===== config.mk =====
export PLATFORM = sky130hd
export DESIGN_NAME = mux16_serializer
export DESIGN_NICKNAME = d
export VERILOG_FILES = /design/src/rtl/mux16_ser_pkg.sv /design/src/rtl/mux16to1.sv /design/src/rtl/mux16_serializer.sv
export SDC_FILE = /design/constraint.sdc
export NUM_CORES = 1
export LEC_CHECK = 0
export ABC_AREA = 1
export CAP_MARGIN = 30
export CELL_PAD_IN_SITES_DETAIL_PLACEMENT = 2
export CELL_PAD_IN_SITES_GLOBAL_PLACEMENT = 2
export CORE_MARGIN = 1
export CORE_UTILIZATION = 25
export CTS_CLUSTER_DIAMETER = 50
export DETAILED_ROUTE_END_ITERATION = 6
export GPL_TIMING_DRIVEN = 0
export PLACE_DENSITY_LB_ADDON = 0.1
export SYNTH_ARGS = -nofsm -noshare
export SYNTH_HDL_FRONTEND = slang
export SYNTH_SLANG_ARGS = --single-unit

===== constraint.sdc =====
create_clock -name clk -period 1.42 [get_ports clk]
set_input_delay 0.142 -clock clk [delete_from_list [all_inputs] [get_ports clk]]
set_output_delay 0.142 -clock clk [all_outputs]
set_load 0.02 [all_outputs]

===== src/rtl/mux16_ser_pkg.sv =====
// Shared types, widths and select-index helpers for the 16-bit parallel-to-serial stage.
package mux16_ser_pkg;

  localparam int SEL_W  = 4;
  localparam int WORD_W = 16;

  typedef enum logic [0:0] {
    IDLE  = 1'b0,
    SHIFT = 1'b1
  } state_t;

  // First bit position sent for a word.
  function automatic logic [SEL_W-1:0] start_idx(input logic msb_first);
    return msb_first ? 4'd15 : 4'd0;
  endfunction

  // Final bit position of a word; the beat at this index ends the transfer.
  function automatic logic [SEL_W-1:0] end_idx(input logic msb_first);
    return msb_first ? 4'd0 : 4'd15;
  endfunction

endpackage


===== src/rtl/mux16to1.sv =====
// Plain 16:1 bit multiplexer: out follows in[sel] with no storage.
module mux16to1 (
  input  logic [15:0] in,
  input  logic [3:0]  sel,
  output logic        out
);

  assign out = in[sel];

endmodule


===== src/rtl/mux16_serializer.sv =====
// Holds one 16-bit word and streams it out one bit per valid/ready beat,
// walking a 4-bit select through the 16:1 mux in LSB- or MSB-first order.
module mux16_serializer
  import mux16_ser_pkg::*;
#(
  parameter bit MSB_FIRST = 1'b0,
  parameter int WIDTH     = 16
) (
  input  logic             clk,
  input  logic             rst,
  input  logic [WIDTH-1:0] in_data,
  input  logic             in_valid,
  output logic             in_ready,
  output logic             ser_out,
  output logic             ser_valid,
  output logic             ser_last,
  input  logic             ser_ready,
  output logic [SEL_W-1:0] sel,
  output logic             busy
);

  if (WIDTH != WORD_W) begin : g_bad_width
    $error("mux16_serializer: WIDTH must be 16 to match the 4-bit select");
  end

  localparam logic [SEL_W-1:0] START_SEL = start_idx(MSB_FIRST);
  localparam logic [SEL_W-1:0] END_SEL   = end_idx(MSB_FIRST);

  state_t           state_r;
  state_t           next_state_s;
  logic [WIDTH-1:0] word_r;
  logic [SEL_W-1:0] sel_r;
  logic [SEL_W-1:0] sel_next_s;
  logic             load_s;
  logic             beat_s;
  logic             final_beat_s;

  // Next-state, load and select-counter decode.
  always_comb begin
    next_state_s = state_r;
    load_s       = 1'b0;
    beat_s       = 1'b0;
    final_beat_s = 1'b0;
    sel_next_s   = sel_r;
    case (state_r)
      IDLE: begin
        if (in_valid) begin
          load_s       = 1'b1;
          next_state_s = SHIFT;
        end else begin
          next_state_s = IDLE;
        end
      end
      SHIFT: begin
        if (ser_ready) begin
          beat_s = 1'b1;
          if (sel_r == END_SEL) begin
            final_beat_s = 1'b1;
            next_state_s = IDLE;
          end else begin
            next_state_s = SHIFT;
          end
        end else begin
          next_state_s = SHIFT;
        end
      end
      default: begin
        next_state_s = IDLE;
      end
    endcase

    // The counter only ever wraps by returning to the start index.
    if (load_s || final_beat_s) begin
      sel_next_s = START_SEL;
    end else if (beat_s) begin
      if (MSB_FIRST) begin
        sel_next_s = sel_r - 4'd1;
      end else begin
        sel_next_s = sel_r + 4'd1;
      end
    end else begin
      sel_next_s = sel_r;
    end
  end

  // State, held word and select register.
  always_ff @(posedge clk or posedge rst) begin
    if (rst) begin
      state_r <= IDLE;
      word_r  <= {WIDTH{1'b0}};
      sel_r   <= START_SEL;
    end else begin
      state_r <= next_state_s;
      sel_r   <= sel_next_s;
      if (load_s) begin
        word_r <= in_data;
      end
    end
  end

  mux16to1 u_mux (
    .in  (word_r),
    .sel (sel_r),
    .out (ser_out)
  );

  assign in_ready  = (state_r == IDLE);
  assign ser_valid = (state_r == SHIFT);
  assign busy      = (state_r == SHIFT);
  assign ser_last  = ser_valid && (sel_r == END_SEL);
  assign sel       = sel_r;

endmodule


Word-level counts from Yosys, hierarchy flattened
Index checks and enable logic that the tools add are counted.
W data, S select, Z words.
- reductions and logical operators: 3
- bitwise logic cells: 1
- muxes and demuxes: 14
- order comparisons: 1
- equal/unequal tests: 1
- $add $sub $neg: 1
- operators with widths (kind ; count):
    $mux W1 ; 10
    $mux W4 ; 2
    $lt A4 B5 Y1 const B ; 1
    $add A4 B1 Y4 const B ; 1
    $bmux W1 S4 ; 1
    $eq A4 B4 Y1 const B ; 1
    $pmux W1 S2 ; 1
    $reduce_bool A2 Y1 ; 1
    $logic_and A1 B1 Y1 ; 1
    $logic_or A1 B1 Y1 ; 1
    $not A1 Y1 ; 1
- register bits after elaboration: 21

Logic depth before layout (Yosys ltp)
- word-level depth: 6
- depth in mapped cells: 7

Hierarchy
A second synthesis with hierarchy kept.
- cells, all modules: 154
- area total of the unflattened synthesis: 1152.4 sq um
- by module, submodules not included (module ; cells an instance ; seq. area each (sq um) ; area an instance (sq um) ; times used):
    mux16_serializer ; 104 ; 525.5 ; 922.1 ; 1
    mux16to1 ; 50 ; 0.0 ; 230.2 ; 1

Worst setup path before layout
OpenSTA, ideal clock, no wires.
- path type: reg2out
- start: reg sel_r[0] (netlist: sel[0])
- end: out ser_out
- cell stages (with the launch flop): 7
- data arrival time: 1135 ps
- path buffers: 1
- setup slack: 143 ps
- cells stage by stage: dfrtp_1 -> buf_6 -> o21ai_0 -> nand2_1 -> nand3_1 -> nand3_1 -> nand2_1
- longest elaborated chain between the ends: 2
- ends and longest elaborated chain (what ; line ; source):
    start: declaration ; mux16_serializer.sv:32 ; logic [SEL_W-1:0] sel_r;
    start signal: assignment ; mux16_serializer.sv:94 ; sel_r <= sel_next_s;
    $bmux W1 S4 ; mux16to1.sv:8 ; assign out = in[sel];
    $mux W1 (implied by the code) ; mux16to1.sv:8 ;
    end: declaration ; mux16_serializer.sv:14 ; output logic ser_out,
No other way between the ends. The select of a mux whose other input is x is not followed.

Worst setup path in the final report
Ends and elaborated chain as after synthesis.

==> results.md <==
### Setup path
• category of cells accounting for the largest share of critical-path delay: flip-flops
• slowest stage cell, crit path: dfrtp_2
• r2r startpoint: sel[0]
• startpoint-to-endpoint class of the critical path: register to primary output
• buffers plus inverters on the worst setup path: 2
• WP data required: 1.28 ns
• category of the worst setup path capture point: primary output
• start point of the critical path: sel[0]
• Arr. time, crit path: 1.44 ns
• ordered list of cells on the worst path: buf_6 > nand2_2 > o21ai_2 > nand2_1 > nand3_1 > nand3_1 > nand2_1 > buf_6
• startpoint class of the critical path: register
• maximum single-stage delay on the critical path: 0.47 ns
• Crit Path Max Fanout: 5

### Power
• Peak VDD IR: 0.479 mV
• power density normalized to cell area: 1950 nW/µm²
• leakage: 0.000753 µW

### Detailed routing
• detailed-route vias per instance: 4.63
• total wirelength of the detailed-routed design: 3190 µm
• count of vias placed by the detailed router: 1023
• DRC violations left: 0
• number of nets with antenna violations after routing: 0
• number of detailed-route iterations in the first pass: 2
• per-cell routed wire length: 14.4 µm
• DRC marker count from the first detailed-route iteration: 27

### Finish
• share of post-route cells with drive strength above 1: 21.1%
• area added between synthesis and finish: 45.1%
• post-layout util: 38.2%
• Inserted Diodes: 0
• nets: 193
• Filler cells: 465

### Die
• die span in x: 67.1 µm
• core region area: 4030 µm²
• number of ports placed on the die boundary: 29
• die height: 67.1 µm
• number of placement rows: 23
• effective utilization at floorplan: 26.3%
• DIE AREA: 4500 µm²

### STA
• Final Skew: 0.00347 ns
• final cycle utilization of the critical path: 111%
• f_max: 632 MHz
• Slew Limit Fails: 0
• number of endpoints with negative hold slack in the final report: 0
• crit path time final: 1.58 ns
• worst setup slack after layout: -0.161 ns
• Slew headroom: 42.8%
• worst slew pin tran: 0.857 ns
• Final Setup Violations: 2
• RSZ-0062 raised after global routing: yes

### Yosys
• Post-Syn Area per Cell: 7.91 µm²
• Synth Net Count: 155
• flop and latch count out of synthesis: 21
• synth unique cells: 17
• Cells after Synth: 134
• Seq/Total Area, Yosys: 49.6%
• number of warnings issued by yosys: 0
• area of the mapped netlist: 1060 µm²

### Clocking
• buffer levels on the longest clock path: 2
• clock network latency to the later pin of the worst-skew pair: 0.27 ns
• number of buffers inserted during clock tree synthesis: 3
• clock tree from TritonCTS: built
• H-tree level count: 1
• Root Buffer: clkbuf_8
• clock-pin transition on the worst setup and hold timing paths: 0.08 ns
• number of clock sinks: 21

### Global routing
• pin count of the biggest net entering global routing: 22
• remaining global-route overflow: 0
• vias in the first global route: 1114
• overall routing resource usage: 16.3%
• wire length of the first global-routing pass: 5380 µm
• antenna violations before repair: 0

### Min path
• path category of the worst min-delay check: primary input to asynchronous set/reset pin

### Status
• violated checks: setup timing
• outcome: finished with violations

### Job
• count of max-cap constraint violations: 0

### Placed design
• routability-driven placement congestion ratio: 0.746
• worst setup timing slack at the placement stage: -0.421 ns
• total half-perimeter wirelength after legalization and detailed placement: 2260 µm
• count of input and output buffers: 28

## sequential cells by signal, summed over array words and instances (netlist names)
signal,count
word_r,16
sel,4
busy,1
## final cells by class
cell class	count	area (µm²)	share of cell area, %
sequential	21	528	34.3
multi-input combinational	87	462	30.0
timing repair buffer	33	319	20.7
inverter	21	81.3	5.29
tap	50	62.6	4.07
clock buffer	3	41.3	2.69
buffer	5	38.8	2.52
clock inverter	1	5.00	0.325
## Yosys cell counts, drive strengths merged
library cell  instances  area, µm²
o211ai                1       7.51
xor2                  1       8.76
nand2                43        176
nor2                  4       15.0
ha                    1       12.5
inv                  21       78.8
buf                   5       38.8
nor3                  1       16.3
nand3                17       85.1
o21ai                18       90.1
dfrtp                21        526
a21oi                 1       5.00
## timing repair
item,4_1_cts,5_1_grt
cloned,1,0
gates resized for setup,34,6
setup buffers,2,2
endpoints found under the setup margin,9,5
hold buffers,0,0
pin swaps,8,3
## cells by family (layout without fill, tap and decap cells)
group / count (synthesis) / in the layout / share of synthesized area, %
and+or+nand+nor: 65 / 65 / 27.6
buffers and inverters: 26 / 63 / 11.1
DFF: 21 / 21 / 49.6
AOI/OAI and AO/OA: 20 / 20 / 9.68
adders and majority gates: 1 / 1 / 1.18
xor gates and xnor gates: 1 / 1 / 0.827
## stage by stage
| step | power, µW | area [µm²] | setup TNS (ns) | hold WS, ns | std cells |
|---|---|---|---|---|---|
| 2_1_floorplan | 1880 | 1060 | 0 | 0.119 | 134 |
| 3_3_place_gp | 2340 | 1400 | -0.634 | 0.473 | 212 |
| 3_5_place_dp | 2410 | 1400 | -0.721 | 0.480 | 212 |
| 4_1_cts | 2980 | 1510 | -0.269 | 0.379 | 219 |
| 5_1_grt | 3250 | 1540 | -0.594 | 0.406 | 221 |
| 6_report | 2990 | 1540 | -0.311 | 0.344 | 221 |
## power breakdown
part	switching, µW	internal (µW)
Sequential	204	877
Combinational	845	660
Clock	211	196
Total	1260	1730
## placed cells by master (no fill, tap or decap), drive strengths merged
cell           count
o21ai             18
buf               12
clkinv             1
o211ai             1
ha                 1
nor3               1
nand2             43
dlygate4sd2        7
clkdlybuf4s50     19
nand3             17
nor2               4
clkbuf             3
xor2               1
inv               21
a21oi              1
dfrtp             21
## per-layer routing
metal	routed length (µm)	global-route usage, %
met5	0	0
met4	42	5.59
met3	123	2.57
met2	1650	29.6
met1	1380	19.0
## final timing paths
check | slack, ns | cells after the start | to
max in group asynchronous | 0.48 | 2 | sel[0]
setup reg to reg | 0 | 7 | sel[2]
setup / recovery | -0.16 | 8 | ser_out
hold reg to reg | 0.51 | 2 | word_r[13]
hold / removal | 0.34 | 2 | word_r[3]
min in group clk | 0.41 | 3 | word_r[13]
No activity file was read; power rests on OpenSTA's default activity.
